$ cat src/rtl/boot_copy_engine_pkg.sv
// Shared types and constants for the flash-to-SRAM boot copier.
package boot_pkg;

    typedef enum logic [2:0] {
        StIdle,
        StFrd,
        StHdr,
        StSwr,
        StChk,
        StDone,
        StErr
    } state_e;

    localparam logic [1:0] ERR_NONE    = 2'd0;
    localparam logic [1:0] ERR_COUNT   = 2'd1;
    localparam logic [1:0] ERR_CSUM    = 2'd2;
    localparam logic [1:0] ERR_TIMEOUT = 2'd3;

    localparam logic [1:0] HDR_DST  = 2'd0;
    localparam logic [1:0] HDR_CNT  = 2'd1;
    localparam logic [1:0] HDR_CSUM = 2'd2;
    localparam logic [1:0] HDR_RSV  = 2'd3;

endpackage

$ cat src/rtl/boot_copy_engine_if.sv
// Flash read port and SRAM write port of the boot copier.
interface boot_copy_engine_if #(
    parameter int unsigned DATA_W   = 32,
    parameter int unsigned FLASH_AW = 25,
    parameter int unsigned SRAM_AW  = 22
);
    logic                flash_cen;
    logic                flash_oen;
    logic [FLASH_AW-1:0] flash_a;
    logic [DATA_W-1:0]   flash_dq;
    logic                flash_rdybsyn;
    logic                sram_cen;
    logic                sram_wen;
    logic [SRAM_AW-1:0]  sram_a;
    logic [DATA_W-1:0]   sram_dout;
    logic                sram_waitn;

    modport master (
        output flash_cen, flash_oen, flash_a,
        input  flash_dq, flash_rdybsyn,
        output sram_cen, sram_wen, sram_a, sram_dout,
        input  sram_waitn
    );

    modport slave (
        input  flash_cen, flash_oen, flash_a,
        output flash_dq, flash_rdybsyn,
        input  sram_cen, sram_wen, sram_a, sram_dout,
        output sram_waitn
    );
endinterface

$ cat src/rtl/boot_copy_engine_flash_read_timer.sv
// Counts flash wait states, then strobes sample on the first ready cycle.
module flash_read_timer #(
    parameter int unsigned FLASH_WAIT = 3
) (
    input  logic sys_clk,
    input  logic sys_rst,
    input  logic en,
    input  logic rdy,
    output logic sample
);
    logic [3:0] cnt_q, cnt_d;

    always_comb begin
        cnt_d = cnt_q;
        if (!en) begin
            cnt_d = '0;
        end else if (cnt_q != 4'(FLASH_WAIT)) begin
            cnt_d = cnt_q + 4'd1;
        end
    end

    assign sample = en && (cnt_q == 4'(FLASH_WAIT)) && rdy;

    always_ff @(posedge sys_clk or posedge sys_rst) begin
        if (sys_rst) begin
            cnt_q <= '0;
        end else begin
            cnt_q <= cnt_d;
        end
    end
endmodule

$ cat src/rtl/boot_copy_engine.sv
// Boot copier: reads a 4-word flash header, copies the payload to SRAM,
// optionally verifies the checksum, then releases the CPU via start.
module boot_copy_engine
    import boot_pkg::*;
#(
    parameter int unsigned DATA_W       = 32,
    parameter int unsigned FLASH_AW     = 25,
    parameter int unsigned SRAM_AW      = 22,
    parameter int unsigned FLASH_WAIT   = 3,
    parameter int unsigned MAX_WORDS    = 4096,
    parameter bit          CHECK_EN     = 1'b1,
    parameter int unsigned WAIT_TIMEOUT = 255
) (
    input  logic                sys_clk,
    input  logic                sys_rst,
    input  logic                go,
    input  logic [FLASH_AW-1:0] flash_base,
    boot_copy_engine_if.master  bus,
    output logic                busy,
    output logic                start,
    output logic                err,
    output logic [1:0]          err_code,
    output logic [SRAM_AW-1:0]  words_done
);
    localparam int unsigned ToW = (WAIT_TIMEOUT < 1) ? 1 : $clog2(WAIT_TIMEOUT + 1);

    state_e              state_q, state_d;
    logic [FLASH_AW-1:0] ptr_q, ptr_d;
    logic [DATA_W-1:0]   word_q, word_d;
    logic [1:0]          hidx_q, hidx_d;
    logic                hdr_q, hdr_d;
    logic [SRAM_AW-1:0]  dst_q, dst_d;
    logic [SRAM_AW-1:0]  cnt_q, cnt_d;
    logic [DATA_W-1:0]   csum_q, csum_d;
    logic [DATA_W-1:0]   sum_q, sum_d;
    logic [SRAM_AW-1:0]  idx_q, idx_d;
    logic [ToW-1:0]      to_q, to_d;
    logic [1:0]          err_code_q, err_code_d;
    logic                go_low_q, go_low_d;
    logic                sample;
    logic                launch;

    flash_read_timer #(
        .FLASH_WAIT(FLASH_WAIT)
    ) u_timer (
        .sys_clk(sys_clk),
        .sys_rst(sys_rst),
        .en     (state_q == StFrd),
        .rdy    (bus.flash_rdybsyn),
        .sample (sample)
    );

    // Restart from DONE/ERR needs go seen low first, so a held go cannot loop.
    assign launch = go && ((state_q == StIdle) ||
                    (((state_q == StDone) || (state_q == StErr)) && go_low_q));

    always_comb begin
        state_d    = state_q;
        ptr_d      = ptr_q;
        word_d     = word_q;
        hidx_d     = hidx_q;
        hdr_d      = hdr_q;
        dst_d      = dst_q;
        cnt_d      = cnt_q;
        csum_d     = csum_q;
        sum_d      = sum_q;
        idx_d      = idx_q;
        to_d       = to_q;
        err_code_d = err_code_q;
        go_low_d   = go_low_q;

        unique case (state_q)
            StIdle: ;
            StFrd: begin
                if (sample) begin
                    word_d  = bus.flash_dq;
                    ptr_d   = ptr_q + FLASH_AW'(1);
                    state_d = hdr_q ? StHdr : StSwr;
                end
            end
            StHdr: begin
                hidx_d  = hidx_q + 2'd1;
                state_d = StFrd;
                unique case (hidx_q)
                    HDR_DST: dst_d = word_q[SRAM_AW-1:0];
                    HDR_CNT: begin
                        cnt_d = word_q[SRAM_AW-1:0];
                        if (word_q > DATA_W'(MAX_WORDS)) begin
                            state_d    = StErr;
                            err_code_d = ERR_COUNT;
                        end
                    end
                    HDR_CSUM: csum_d = word_q;
                    HDR_RSV: begin
                        hdr_d = 1'b0;
                        if (cnt_q == '0) begin
                            state_d = StDone;
                        end
                    end
                endcase
            end
            StSwr: begin
                if (bus.sram_waitn) begin
                    idx_d = idx_q + SRAM_AW'(1);
                    sum_d = sum_q + word_q;
                    to_d  = '0;
                    if ((idx_q + SRAM_AW'(1)) == cnt_q) begin
                        state_d = CHECK_EN ? StChk : StDone;
                    end else begin
                        state_d = StFrd;
                    end
                end else if (to_q == ToW'(WAIT_TIMEOUT)) begin
                    state_d    = StErr;
                    err_code_d = ERR_TIMEOUT;
                end else begin
                    to_d = to_q + ToW'(1);
                end
            end
            StChk: begin
                if (sum_q == csum_q) begin
                    state_d = StDone;
                end else begin
                    state_d    = StErr;
                    err_code_d = ERR_CSUM;
                end
            end
            StDone, StErr: begin
                if (!go) begin
                    go_low_d = 1'b1;
                end
            end
            default: state_d = StIdle;
        endcase

        if (launch) begin
            state_d    = StFrd;
            ptr_d      = flash_base;
            idx_d      = '0;
            sum_d      = '0;
            hidx_d     = HDR_DST;
            hdr_d      = 1'b1;
            to_d       = '0;
            err_code_d = ERR_NONE;
            go_low_d   = 1'b0;
        end
    end

    always_ff @(posedge sys_clk or posedge sys_rst) begin
        if (sys_rst) begin
            state_q    <= StIdle;
            ptr_q      <= '0;
            word_q     <= '0;
            hidx_q     <= '0;
            hdr_q      <= 1'b0;
            dst_q      <= '0;
            cnt_q      <= '0;
            csum_q     <= '0;
            sum_q      <= '0;
            idx_q      <= '0;
            to_q       <= '0;
            err_code_q <= ERR_NONE;
            go_low_q   <= 1'b0;
        end else begin
            state_q    <= state_d;
            ptr_q      <= ptr_d;
            word_q     <= word_d;
            hidx_q     <= hidx_d;
            hdr_q      <= hdr_d;
            dst_q      <= dst_d;
            cnt_q      <= cnt_d;
            csum_q     <= csum_d;
            sum_q      <= sum_d;
            idx_q      <= idx_d;
            to_q       <= to_d;
            err_code_q <= err_code_d;
            go_low_q   <= go_low_d;
        end
    end

    assign bus.flash_cen = (state_q != StFrd);
    assign bus.flash_oen = (state_q != StFrd);
    assign bus.flash_a   = ptr_q;
    assign bus.sram_cen  = (state_q != StSwr);
    assign bus.sram_wen  = (state_q != StSwr);
    assign bus.sram_a    = dst_q + idx_q;
    assign bus.sram_dout = word_q;

    assign busy       = !(state_q inside {StIdle, StDone, StErr});
    assign start      = (state_q == StDone);
    assign err        = (state_q == StErr);
    assign err_code   = err_code_q;
    assign words_done = idx_q;
endmodule

$ cat src/flat_wrapper.sv
// flat-port wrapper written by rule: the top's interface ports become plain ports
module boot_copy_engine_flat import boot_pkg::*;
#(
    parameter int unsigned DATA_W       = 32,
    parameter int unsigned FLASH_AW     = 25,
    parameter int unsigned SRAM_AW      = 22,
    parameter int unsigned FLASH_WAIT   = 3,
    parameter int unsigned MAX_WORDS    = 4096,
    parameter bit          CHECK_EN     = 1'b1,
    parameter int unsigned WAIT_TIMEOUT = 255
)
  (sys_clk, sys_rst, go, flash_base, busy, start, err, err_code, words_done, bus_flash_cen, bus_flash_oen, bus_flash_a, bus_flash_dq, bus_flash_rdybsyn, bus_sram_cen, bus_sram_wen, bus_sram_a, bus_sram_dout, bus_sram_waitn);
  boot_copy_engine_if #(.DATA_W(DATA_W), .FLASH_AW(FLASH_AW), .SRAM_AW(SRAM_AW)) bus_i ();
  input  logic sys_clk;
  input  logic sys_rst;
  input  logic go;
  input  logic [FLASH_AW-1:0] flash_base;
  output logic busy;
  output logic start;
  output logic err;
  output logic [1:0] err_code;
  output logic [SRAM_AW-1:0] words_done;
  output wire logic [$bits(bus_i.flash_cen)-1:0] bus_flash_cen;
  output wire logic [$bits(bus_i.flash_oen)-1:0] bus_flash_oen;
  output wire logic [$bits(bus_i.flash_a)-1:0] bus_flash_a;
  input wire logic [$bits(bus_i.flash_dq)-1:0] bus_flash_dq;
  input wire logic [$bits(bus_i.flash_rdybsyn)-1:0] bus_flash_rdybsyn;
  output wire logic [$bits(bus_i.sram_cen)-1:0] bus_sram_cen;
  output wire logic [$bits(bus_i.sram_wen)-1:0] bus_sram_wen;
  output wire logic [$bits(bus_i.sram_a)-1:0] bus_sram_a;
  output wire logic [$bits(bus_i.sram_dout)-1:0] bus_sram_dout;
  input wire logic [$bits(bus_i.sram_waitn)-1:0] bus_sram_waitn;
  assign bus_flash_cen = bus_i.flash_cen;
  assign bus_flash_oen = bus_i.flash_oen;
  assign bus_flash_a = bus_i.flash_a;
  assign bus_i.flash_dq = bus_flash_dq;
  assign bus_i.flash_rdybsyn = bus_flash_rdybsyn;
  assign bus_sram_cen = bus_i.sram_cen;
  assign bus_sram_wen = bus_i.sram_wen;
  assign bus_sram_a = bus_i.sram_a;
  assign bus_sram_dout = bus_i.sram_dout;
  assign bus_i.sram_waitn = bus_sram_waitn;
  boot_copy_engine #(.DATA_W(DATA_W), .FLASH_AW(FLASH_AW), .SRAM_AW(SRAM_AW), .FLASH_WAIT(FLASH_WAIT), .MAX_WORDS(MAX_WORDS), .CHECK_EN(CHECK_EN), .WAIT_TIMEOUT(WAIT_TIMEOUT)) u_core (.sys_clk(sys_clk), .sys_rst(sys_rst), .go(go), .flash_base(flash_base), .bus(bus_i), .busy(busy), .start(start), .err(err), .err_code(err_code), .words_done(words_done));
endmodule
$ cat config.mk
export PLATFORM = sky130hd
export DESIGN_NAME = boot_copy_engine_flat
export DESIGN_NICKNAME = d
export VERILOG_FILES = /design/src/rtl/boot_copy_engine_pkg.sv /design/src/rtl/boot_copy_engine_if.sv /design/src/rtl/boot_copy_engine_flash_read_timer.sv /design/src/rtl/boot_copy_engine.sv /design/src/flat_wrapper.sv
export SDC_FILE = /design/constraint.sdc
export NUM_CORES = 1
export LEC_CHECK = 0
export BUFFER_PORTS_ARGS = -buffer_cell sky130_fd_sc_hd__buf_2
export CAP_MARGIN = 40
export CORE_ASPECT_RATIO = 1.1
export CORE_MARGIN = 3
export CORE_UTILIZATION = 25
export DETAILED_ROUTE_END_ITERATION = 16
export PLACE_DENSITY = 0.5
export SLEW_MARGIN = 20
export SYNTH_ARGS = -nofsm -noshare
export SYNTH_HDL_FRONTEND = slang
export SYNTH_SLANG_ARGS = --single-unit
$ cat constraint.sdc
create_clock -name sys_clk -period 10.25 [get_ports sys_clk]
set_input_delay 0.5125 -clock sys_clk [delete_from_list [all_inputs] [get_ports sys_clk]]
set_output_delay 0.5125 -clock sys_clk [all_outputs]
set_load 0.1 [all_outputs]
* Yosys cells after proc, flatten, opt, wreduce, memory -nomap -nowiden *
Cells that the tools add are included.

storage, ports and cells
  output and inout bits = 110
  register bits = 208
  word-level logic and storage cells = 122

operators by class
  equality and inequality tests = 27
  magnitude comparators = 1
  reduce and logical (&&, ||, !) cells = 32
  add/subtract/negate cells = 7
  mux-type cells = 41

operator list
  kind                                                              number
  two-way mux 32 bit                                                3
  two-way mux 25 bit                                                3
  two-way mux 22 bit                                                3
  adder 32 bit                                                      1
  equality test 32 bit                                              1
  greater-than comparator 32 x 13 -> 1 bit (second input constant)  1
  two-way mux 8 bit                                                 4
  adder 25 x 1 -> 25 bit (second input constant)                    1
  adder 22 x 1 -> 22 bit (second input constant)                    1
  adder 22 bit                                                      1
  equality test 22 bit                                              1
  logical NOT 22 bit                                                1
  two-way mux 3 bit                                                 7
  two-way mux 2 bit                                                 9
  AND reduction 2 bit                                               9
  inequality test 3 x 2 -> 1 bit (second input constant)            5
  case mux 3 bit (5 select lines)                                   1
  nonzero test 2 bit                                                7
  inequality test 3 x 1 -> 1 bit (second input constant)            4
  equality test 3 bit (second input constant)                       3
  adder 8 x 1 -> 8 bit (second input constant)                      1
  equality test 8 bit (second input constant)                       1
  two-way mux 4 bit                                                 2
  inequality test 4 x 2 -> 1 bit (second input constant)            2
  other kinds (22)                                                  36

* Depth between registers and ports, before layout *
Gate-level depths: netlist of run 1.

  depth after elaboration = 7
  mapped depth = 13

* Hierarchy *
A second synthesis of run 1 with hierarchy kept.

second synthesis, totals
  cells, all modules = 1326
  area, all modules = 12463.2 µm²

modules (own cells, without submodules)
  module            times used  area an instance (µm²)  cells an instance  sequential area each (µm²)
  boot_copy_engine  1           12238.0                 1305               5104.9
  flash_read_timer  1           225.2                   21                 100.1

* Least setup slack after synthesis of run 1 *
No wires, ideal clock.

  kind = flip-flop to output port
  start point = register u_core.idx_q[0] (netlist: u_core.words_done[0])
  end point = output port bus_sram_a[20]
  arrival = 4.589 ns
  required time = 9.738 ns
  cell stages (with the launch flop) = 14
  path slack = 5.149 ns
  path buffers = 0
  cell sequence = dfrtp_1 -> ha_1 -> inv_1 -> fa_1 -> nor2b_1 -> o21a_1 -> o21ai_0 -> a21o_1 -> a21oi_1 -> o211ai_1 -> a31oi_1 -> a21o_1 -> a21oi_1 -> xnor2_1

between the ends
  word-level cells in the longest chain between the ends = 1

RTL lines
  element                 line                     RTL
  start, declared         boot_copy_engine.sv:36   logic [SRAM_AW-1:0] idx_q, idx_d;
  start signal, assigned  boot_copy_engine.sv:173  idx_q <= idx_d;
  adder 22 bit            boot_copy_engine.sv:185  assign bus.sram_a = dst_q + idx_q;
  end, declared           flat_wrapper.sv:30       output wire logic [$bits(bus_i.sram_a)-1:0] bus_sram_a;

No other way between the ends.

* Worst setup path in the final report of run 1 *
Same ends and word-level chain as after synthesis.

==> results of run 1 <==
-- final cells by class --
| cell class | count | area share |
|---|---|---|
| clock inverter | 13 | 0.009887 |
| inverter | 31 | 0.008295 |
| antenna | 1 | 0.0001676 |
| tap | 645 | 0.05404 |
| multi-input combinational | 1020 | 0.4599 |
| clock buffer | 32 | 0.04717 |
| sequential | 208 | 0.3486 |
| timing repair buffer | 189 | 0.07197 |
-- through the flow --
step / cells / power, W / utilization / hold WS, ns / area [µm²]
finish: 2139 / 0.005190 / 0.3089 / -0.009369 / 14930
global route: 2139 / 0.005508 / 0.3089 / 0.04275 / 14930
CTS: 2137 / 0.005249 / 0.3083 / 0.03303 / 14900
detailed placement: 2092 / 0.004290 / 0.2906 / 0.4641 / 14050
global placement: 2088 / 0.004249 / 0.2887 / 0.4690 / 13960
floorplan: 1314 / 0.003584 / - / 0.4454 / 12390
-- path summary, 6_finish.rpt --
check	endpoint	cells after the start
worst max-delay path	bus_sram_a[20]	14
worst min-delay path	u_core.dst_q[6]$_DFFE_PP0P_	2
worst max register to register	u_core.sum_q[30]$_DFFE_PP0P_	13
worst min register to register	u_core.hdr_q$_DFFE_PP0P_	2
max in group asynchronous	u_core.bus.sram_dout[21]$_DFFE_PP0P_	4
min in group sys_clk	u_core.bus.sram_dout[9]$_DFFE_PP0P_	3
-- registers in the layout, summed over array words and instances (netlist names) --
register and cells:
u_core.cnt_q 22, u_core.bus.flash_a 25, u_core.hdr_q 1, u_core.err_code 2, u_core.go_low_q 1, u_core.sum_q 32
u_core.state_q 3, u_core.dst_q 22, u_core.csum_q 32, u_core.words_done 22, u_core.u_timer.cnt_q 4, u_core.hidx_q 2
u_core.bus.sram_dout 32, u_core.to_q 8
-- where the power goes --
group | total, W | internal, W | switching [W]
Clock | 0.000933 | 0.000562 | 0.000371
Combinational | 0.00279 | 0.000743 | 0.00205
Sequential | 0.00147 | 0.00108 | 0.000387
Total | 0.00519 | 0.00239 | 0.00280
-- synth_stat cells, types with 4 or more instances --
cell type / instances
nor3_1: 23
o211ai_1: 4
and4_1: 6
a21oi_1: 60
o21a_1: 10
and3_1: 22
nor4_1: 18
a211oi_1: 5
o21bai_1: 6
and2_1: 10
nor2_1: 71
nand2b_1: 12
nand4_1: 18
xor2_1: 46
o21ai_0: 117
o311ai_0: 6
xnor2_1: 82
buf_1: 8
o31ai_1: 10
nand3_1: 48
clkbuf_1: 40
nor2b_1: 7
mux2i_1: 5
inv_1: 31
o22ai_1: 5
a31oi_1: 14
a21o_1: 14
ha_1: 61
or3_1: 8
dfrtp_1: 208
nand2_1: 194
mux2_2: 76
-- metal layers --
layer | track usage | vias up | wire, µm | part of all wire
met3 | 0.01890 | 47 | 1437 | 0.037
li1 | - | 5003 | - | -
met2 | 0.2522 | 164 | 19000 | 0.49
met1 | 0.1887 | 5025 | 17150 | 0.45
met5 | 0 | - | 0 | 0
met4 | 0.03934 | 0 | 822 | 0.021
-- layout by cell type (no fill, tap or decap), types with 48 or more instances in the layout --
master and count:
a21oi_1 60, buf_2 171, dfrtp_1 208, ha_1 61, mux2_2 76, nand2_1 193
nand3_1 48, nor2_1 69, o21ai_0 117, xnor2_1 82
-- worst register-to-register path, delay by kind of cell, from the launching register on --
family                     cells  cell delay (ns)
AOI/OAI and AO/OA              8             1.82
adders and majority gates      2             0.65
DFF                            1             0.46
xor gates and xnor gates       1             0.14
and+or+nand+nor                1             0.13
buffers and inverters          1             0.07
-- cells by family (layout without fill, tap and decap cells) --
| group | after synthesis | count (layout) | synth area share |
|---|---|---|---|
| flops | 208 | 208 | 0.4202 |
| compound gates | 292 | 292 | 0.1493 |
| fa+ha+maj | 63 | 63 | 0.06486 |
| mux | 81 | 81 | 0.07314 |
| buf+inv | 86 | 265 | 0.02738 |
| xor+xnor | 128 | 128 | 0.09051 |
| other cells | 0 | 1 | 0 |
| simple gates | 456 | 456 | 0.1746 |
==> results.md, run 1 <==
* Slew @ Worst Pin at a little under 0.8 ns
* Layout cells sized above 1 at 0.2244
* Post-CTS sizing at 0
* Grt ovf at 0
* Crit. End Element: output port
* Clock root buffer: clkbuf_16
* Reg2reg setup slack at about 6.9 ns
* Critical-path cell list: ha_1 -> inv_1 -> fa_1 -> nor2b_1 -> o21a_1 -> o21ai_0 -> a21o_1 -> a21oi_1 -> o211ai_1 -> a31oi_1 -> a21o_1 -> a21oi_1 -> xnor2_1 -> buf_2
* Yosys cell types at 76
* Total GRT Usage at 0.1447
* Mapped cell area at approximately 0.012 mm²
* Worst setup path start: u_core.words_done[0]$_DFFE_PP0P_
* Data required time of the worst path at ~10 ns
* Yosys top cell by area: dfrtp_1
* FF/Latch Area at between 0.005 and 0.006 mm²
* DP HPWL at 28,340 µm
* Fill count at a little over 5k
* Final number of hold-violating endpoints at 1
* Detailed-route DRC error count at 0
* I/O Pins at around 170
* Bufs and invs on worst path at 2
* Core Box Area at between 0.04 and 0.05 mm²
* Total CTS buffers at 26
* Startpoint types: register
* Largest cells by area after synthesis: dfrtp_1, mux2_2, ha_1
* Starting Density at 0.2562
* R2r startpoint: u_core.bus.sram_dout[0]$_DFFE_PP0P_
* Sink Count at roughly 210
* Slew Limit Fails at 0
* CTS clk-pin slew, worst paths at 0.06 ns
* CP max stage delay at approximately 0.51 ns
* Synth Flop Type: dfrtp_1
* Period minus WS final at about 4.5 ns
* Leak at approximately 7.2 nW
* H-tree lvl count at 1
* Seq/Total Area, Yosys at 0.4202
* VDD IR max at 0.1743 mV
* Synthesized flop and latch total at approximately 210
* Antenna Nets Post-Route at 0
* TNS Setup at 0 ns
* Area share of the largest cell type after synthesis at 0.4202
* Pre-Repair DR Iteration Count at 5
* Die W at roughly 220 µm
* Vias per cell at around 4.8
* Die Ht at around 240 µm
* Ys async rst share at 1.000
* Relative slew slack at 0.4756
* Die ar. at 0.05225 mm²
* Post-DR wirelength/cell at ~18 µm
* NumNets Final at roughly 1.6k
* Setup Buffers After CTS at 0
* Max Freq at 224.5 MHz
* Unrepaired setup endpoints after global routing: false
* Layout area overhead at 20.57%
* Status: finished with violations
* Hold Slack at -0.009369 ns
* WP data arrival at roughly 3.9 ns
* Pre-CTS WS at between 6 and 7 ns
* RD Place Congestion at approximately 0.81
* # rows at 84
* Largest net degree at the start of global routing at 77
* Post-synth EDFFs at 0
* Failing checks: hold timing
* Port Buffers at around 170
* Slowest CP cell: dfrtp_1
* Cells after synthesis at roughly 1.3k
* PD cells at 347.6 mW/mm²
* DR iter-0 viols at around 500
* CP Class: reg2out
* Via count of the first global-routing pass at approximately 10k
* Post-route setup slack at between 5 and 6 ns
* Worst Clk Skew at 0.01658 ns
* Post-Syn Nets at ~1.4k
* Min-Delay Path Class: in2async
* Longest Clk Path Bufs at 3
* CTS tree: yes
* Initial antenna violation count at 1
* Vias at 10.24k
* Yosys warns at 0
* Fin crit share at 0.4345
* Footprint of the multi-input gates at 0.006868 mm²
* Crit path max fanout at 9
* Top delay family on crit path: compound AO/OA/AOI/OAI gates
* Hold Buf Count CTS at 0
* Syn_area_per_cell at 9.426 µm²
* Routed WL at just under 40,000 µm
* Worst skew pair latency at 0.54 ns
* First-pass GRT wire length at approximately 60,000 µm
* Final setup viols at 0
* Max Cap Viol at 0
Note: power is estimated with default switching activity, not from simulation.
==> inputs of run 2 (changes only) <==
PLACE_DENSITY = 0.52   (was 0.5)
clock period = 3.8 ns   (was 10.25 ns; I/O delays follow)
==> results.md, run 2 (synthesis results as in run 1) <==
* Longest Clk Path Bufs at 3 (unchanged)
* Die W at 218.2 µm (unchanged)
* Data required time of the worst path at 3.61 ns (-6.13 ns)
* Total power at 0.01443 W (+180%)
* Initial antenna violation count at 1 (unchanged)
* Final number of hold-violating endpoints at 0 (-1)
* Pre-Repair DR Iteration Count at 5 (unchanged)
* NumNets Final at 1,678 (+4.8%)
* Port Buffers at 171 (unchanged)
* Vias at 10.62k (+3.8%)
* Crit. End Element: output port
* Detailed-route DRC error count at 0 (unchanged)
* CTS tree: yes
* Post-DR wirelength/cell at 17.59 µm (-2.0%)
* Top delay family on crit path: compound AO/OA/AOI/OAI gates
* DP HPWL at 28,870 µm (+1.9%)
* Instance count on the critical path at 12 (-2)
* Die Ht at 239.4 µm (unchanged)
* Most frequent cells in the layout: dfrtp_1, nand2_1, buf_2
* Grt ovf at 0 (unchanged)
* Layout cells sized above 1 at 0.2406 (+0.01623)
* Die ar. at 0.05225 mm² (unchanged)
* # rows at 84 (unchanged)
* Period minus WS final at around 3.7 ns
* Routed WL at 39,010 µm (+1.5%)
* I/O Pins at 172 (unchanged)
* CP max stage delay at 0.47 ns (-0.04 ns)
* Antenna Nets Post-Route at 0 (unchanged)
* WP data arrival at 3.53 ns (-0.41 ns)
* Max Cap Viol at 0 (unchanged)
* Starting Density at 0.2562 (unchanged)
* VDD IR max at 0.4286 mV (+150%)
* Relative slew slack at 0.4815 (+0.005851)
* Max Freq at ~270 MHz
* Largest net degree at the start of global routing at 107 (+39%)
* Bufs and invs on worst path at 1 (-1)
* Final setup viols at 0 (unchanged)
* PD cells at 905.2 mW/mm² (+160%)
* Sink Count at 208 (unchanged)
* Vias per cell at 4.792 (+0.11%)
* Layout area overhead at 28.74%
* Crit path max fanout at 3 (-6)
* Clock root buffer: clkbuf_16
* CTS clk-pin slew, worst paths at 0.06 ns (about the same)
* Unrepaired setup endpoints after global routing: true
* Startpoint types: register
* First-pass GRT wire length at 61,780 µm (+3.7%)
* RD Place Congestion at 0.8551 (+5.4%)
* Slowest CP cell: a2111oi_4
* Slew Limit Fails at 0 (unchanged)
* Min-Delay Path Class: in2reg
* Core Box Area at 0.04835 mm² (unchanged)
* Leak at 7.625 nW (+6.5%)
* Most frequent cell on the critical path: a21o_1
* Status: finished clean
* WHS Path Cells at 3
* H-tree lvl count at 1 (unchanged)
* FF-to-FF path depth at 12 (-1)
* Finished Layout Cells at 2,217 (+3.6%)
* Slew @ Worst Pin at 0.7706 ns (-0.008695 ns)
* CP Class: reg2out
* Fin crit share at 0.9791
* Worst skew pair latency at 0.56 ns (+0.02 ns)
* Total CTS buffers at 25 (-3.8%)
* Most common cell after layout, fill and taps aside: dfrtp_1
* DR iter-0 viols at 543 (+9.3%)
* Dpl cells at 2,108 (+0.76%)
* Total GRT Usage at 0.1477 (+0.003051)
* Worst Clk Skew at 0.02570 ns (+0.009120 ns)
* Via count of the first global-routing pass at 10.73k (+5.8%)
* Critical-path cell list: ha_4 -> a21o_1 -> a21o_1 -> a2111oi_4 -> o311ai_4 -> o41ai_4 -> o31ai_4 -> o211ai_2 -> nand2b_1 -> a21oi_2 -> xnor2_4 -> buf_12
[run 2: metal layers]
layer / GRT usage / vias up / wire length [µm]
li1: - / 5166 / -
met1: 0.1908 / 5187 / 17110
met2: 0.2576 / 210 / 19460
met3: 0.01878 / 61 / 1375
met4: 0.04567 / 0 / 1054
met5: 0 / - / 0
[run 2: per-stage QoR]
step	setup slack (ns)	setup TNS (ns)	utilization	instance area (µm²)	hold slack, ns
after floorplan	0.03252	0	-	12520	0.2954
after global placement	0.3303	0	0.2963	14330	0.1751
after detailed placement	0.3261	0	0.2963	14330	0.1630
after CTS	0.006642	0	0.3290	15910	0.06632
after global routing	-0.1051	-0.1936	0.3298	15940	0.1123
final	0.07924	0	0.3298	15950	0.09173
[run 2: power by group]
group	switching [W]	internal, W
logic	0.00570	0.00219
registers	0.000913	0.00292
clock network	0.00101	0.00170
[run 2: layout make-up]
cell class	count	area (µm²)
Tap cell	645	807.0
Inverter	31	120.1
Multi-Input combinational cell	1020	7052
Timing Repair Buffer	267	1824
Clock inverter	13	239.0
Sequential cell	208	5209
Fill cell	5002	32400
Antenna cell	1	2.502
Clock buffer	32	691.9
[run 2: worst paths after layout]
kind	from	to	slack, ns
worst min-delay path	bus_sram_waitn	u_core.to_q[3]$_DFFE_PP0P_	0.09
worst max-delay path	u_core.words_done[1]$_DFFE_PP0P_	bus_sram_a[19]	0.08
worst max register to register	u_core.bus.sram_dout[1]$_DFFE_PP0P_	u_core.sum_q[30]$_DFFE_PP0P_	0.52
min in group asynchronous	sys_rst	u_core.dst_q[17]$_DFFE_PP0P_	0.16
worst min register to register	u_core.hdr_q$_DFFE_PP0P_	u_core.hdr_q$_DFFE_PP0P_	0.48
max in group asynchronous	sys_rst	u_core.bus.sram_dout[21]$_DFFE_PP0P_	2.78
[run 2: worst min-delay path: stages]
cell	delay [ns]
buf_2	0.22
a21o_1	0.11
a311oi_1	0.08
[run 2: what timing repair did]
item	4_1_cts	5_1_grt
buffers inserted	4	1
pin swaps	6	8
resized for setup	6	7
hold endpoints to repair	73	0
hold buffers	58	0
setup endpoints to repair	6	7
==> inputs of run 3 (changes only) <==
ABC_AREA = 1   (was not set)
PLACE_DENSITY = 0.51   (was 0.52)
==> results.md, run 3 <==
* Reg2reg setup slack at 1.04 ns (+0.52 ns)
* Fill count at 5,602 (+12%)
* Crit path max fanout at 8 (+5)
* FF-to-FF path depth at 17 (+5)
* DP HPWL at 34,010 µm (+18%)
* Detailed-route DRC error count at 0 (unchanged)
* Port Buffers at 171 (unchanged)
* Slew Limit Fails at 0 (unchanged)
* Ys async rst share at 1.000 (unchanged)
* Total GRT Usage at 0.1596 (+0.01183)
* Layout area overhead at 24.12%
* Relative slew slack at 0.3330 (-0.1485)
* Die Ht at 246.2 µm (+2.8%)
* Pre-CTS WS at 0.6883 ns (+0.3621 ns)
* Longest Clk Path Bufs at 3 (unchanged)
* PD cells at 933.9 mW/mm² (+3.2%)
* Setup Buffers After CTS at 0 (-4)
* Worst skew pair latency at 0.56 ns (about the same)
* Most frequent cells in the layout: nand2_1, dfrtp_1, o21ai_0
* Critical-path cell list: inv_1 -> fa_1 -> inv_1 -> nand3_1 -> nand3_1 -> nand3_1 -> o2111ai_1 -> a31oi_1 -> o21bai_1 -> xor2_2 -> clkbuf_4
* Post-synth EDFFs at 0 (unchanged)
* Vias at 12.86k (+21%)
* Die W at 224.3 µm (+2.8%)
* Slew @ Worst Pin at 1.001 ns (+0.2299 ns)
* VDD IR max at 0.6658 mV (+55%)
* Worst Clk Skew at 0.03147 ns (+0.005768 ns)
* Starting Density at 0.2541 (-0.002124)
* Synthesized flop and latch total at 208 (unchanged)
* Post-route setup slack at 0.2975 ns (+0.2183 ns)
* Yosys cell types at 51 (-33%)
* Max Freq at 285.5 MHz (+6.2%)
* Post-Syn Nets at 1,890 (+31%)
* Bufs and invs on worst path at 3 (+2)
* Vias per cell at 4.799 (+0.15%)
* NumNets Final at 2,117 (+26%)
* Max Cap Viol at 0 (unchanged)
* CTS clk-pin slew, worst paths at 0.06 ns (about the same)
* Pre-Repair DR Iteration Count at 5 (unchanged)
* Sink Count at 208 (unchanged)
* H-tree lvl count at 1 (unchanged)
* Leak at 7.781 nW (+2.1%)
* WP data arrival at 3.31 ns (-0.22 ns)
* Yosys top cell by area: dfrtp_1
* Final setup viols at 0 (unchanged)
* R2r startpoint: u_core.bus.sram_dout[0]$_DFFE_PP0P_
* Core Box Area at 0.05160 mm² (+6.7%)
* TNS Setup at 0 ns (unchanged)
* Area share of the largest cell type after synthesis at 0.3971 (-0.02318)
* Most frequent cell on the critical path: nand3_1
* Routed WL at 44,920 µm (+15%)
* Final Cell Area at 0.01627 mm² (+2.0%)
* Startpoint types: register
* Die ar. at 0.05522 mm² (+5.7%)
* Seq/Total Area, Yosys at 0.3971 (-0.02318)
* CP max stage delay at 0.50 ns (+0.03 ns)
* Total CTS buffers at 25 (unchanged)
* Top delay family on crit path: compound AO/OA/AOI/OAI gates
* CTS tree: yes
* Antenna Nets Post-Route at 0 (unchanged)
* Slowest CP cell: dfrtp_1
* RD Place Congestion at 0.9039 (+5.7%)
* Most common cell after layout, fill and taps aside: nand2_1
* Unrepaired setup endpoints after global routing: false
* Period minus WS final at 3.502 ns (-0.2183 ns)
* Clock root buffer: clkbuf_16
* Yosys warns at 0 (unchanged)
* Initial antenna violation count at 1 (unchanged)
* Status: finished clean
* Reg-to-Reg End: u_core.sum_q[22]$_DFFE_PP0P_
* Placed standard-cell area at 0.01480 mm² (+3.3%)
* I/O Pins at 172 (unchanged)
* First-pass GRT wire length at 69,880 µm (+13%)
* Grt ovf at 0 (unchanged)
* Synth top cells by count: nand2_1, dfrtp_1, o21ai_0
* Fin crit share at 0.9217 (-0.05744)
* Final number of hold-violating endpoints at 0 (unchanged)
* Layout cells sized above 1 at 0.1402 (-0.1004)
* Largest net degree at the start of global routing at 176 (+64%)
* Min-Delay Path Class: in2async
* Cells after synthesis at 1,765 (+34%)
* CP Class: reg2out
* Syn_area_per_cell at 7.427 µm² (-21%)
* Synth Flop Type: dfrtp_1
* Data required time of the worst path at 3.61 ns (about the same)
* Largest cells by area after synthesis: dfrtp_1, nand2_1, o21ai_0
* Post-DR wirelength/cell at 16.77 µm (-4.7%)
* Via count of the first global-routing pass at 12.53k (+17%)
* Most common cell in the netlist: nand2_1
* Mapped cell area at 0.01311 mm² (+5.8%)
* Crit. End Element: output port
* DR iter-0 viols at 651 (+20%)
* # rows at 87 (+3.6%)
-- run 3: cell types whose count changed after synthesis, sizes merged, moves of 12 or more --
cell | before | now
nand2 | 194 | 461
inv | 31 | 184
nor2 | 72 | 155
o21ai | 121 | 199
mux2 | 76 | 0
nand3 | 50 | 105
xnor2 | 82 | 36
a21oi | 61 | 104
and3 | 22 | 1
clkbuf | 41 | 20
nand4 | 18 | 34
o22ai | 5 | 21
nand2b | 12 | 0
-- run 3: cells by family after synthesis --
family,synth area share
AO/OA/AOI/OAI,0.1542
adder cells (fa/ha/maj),0.06128
flip-flops,0.3971
buffers and inverters,0.06977
XOR/XNOR,0.04982
AND/OR/NAND/NOR,0.2678
-- run 3: area by class of cell --
class | instances | area, µm² | share of cell area
multi-input cells | 1327 | 7061 | 0.4339
clock inverters | 11 | 130.1 | 0.007998
well taps | 667 | 834.6 | 0.05129
inverters | 185 | 698.2 | 0.04291
repair buffers | 245 | 1597 | 0.09812
diodes | 1 | 2.502 | 0.0001538
flip-flops and latches | 208 | 5205 | 0.3199
clock buffers | 35 | 743.2 | 0.04568
-- run 3: worst max-delay path by stage --
| stage | end | start | cells past startpoint |
|---|---|---|---|
| 2_1_floorplan | bus_sram_a[20] | u_core.words_done[0]$_DFFE_PP0P_ | 11 |
| 3_3_place_gp | bus_sram_a[20] | u_core.words_done[1]$_DFFE_PP0P_ | 11 |
| 3_5_place_dp | bus_sram_a[20] | u_core.words_done[1]$_DFFE_PP0P_ | 11 |
| 4_1_cts | bus_sram_a[20] | u_core.words_done[1]$_DFFE_PP0P_ | 11 |
| 5_1_grt | bus_sram_a[18] | u_core.words_done[1]$_DFFE_PP0P_ | 11 |
| 6_report | bus_sram_a[18] | u_core.words_done[1]$_DFFE_PP0P_ | 11 |
-- run 3: power by group --
group | switching, W | leakage (nW) | internal [W]
sequential | 0.000880 | 2.62 | 0.00303
clock | 0.00105 | 0.424 | 0.00151
combinational | 0.00664 | 4.74 | 0.00209
-- run 3: tightest hold or removal path: cells and delay by family --
kind | cells | cell delay, ns
buffers and inverters | 3 | 0.79
-- run 3: per-layer routing --
layer  vias up  track usage  share of wire
li1       6343            -              -
met1      6128       0.2169           0.47
met2       318       0.2625           0.46
met3        68      0.02228          0.046
met4         0      0.05086          0.030
met5         -            0              0
-- run 3: per-stage QoR --
stage	hold slack (ns)	std cells	power, W	utilization
finish	0.07780	2679	0.01519	0.3153
global route	0.08084	2678	0.01619	0.3153
CTS	0.05617	2678	0.01530	0.3152
detailed placement	0.1110	2573	0.01262	0.2868
global placement	0.1057	2572	0.01254	0.2863
floorplan	0.2788	1765	0.01056	-
-- run 3: repair_timing --
| action | 4_1_cts | 5_1_grt |
|---|---|---|
| setup endpoints to repair | 0 | 2 |
| endpoints found under the hold margin | 91 | 0 |
| resized for setup | 0 | 3 |
| hold buffers | 59 | 0 |
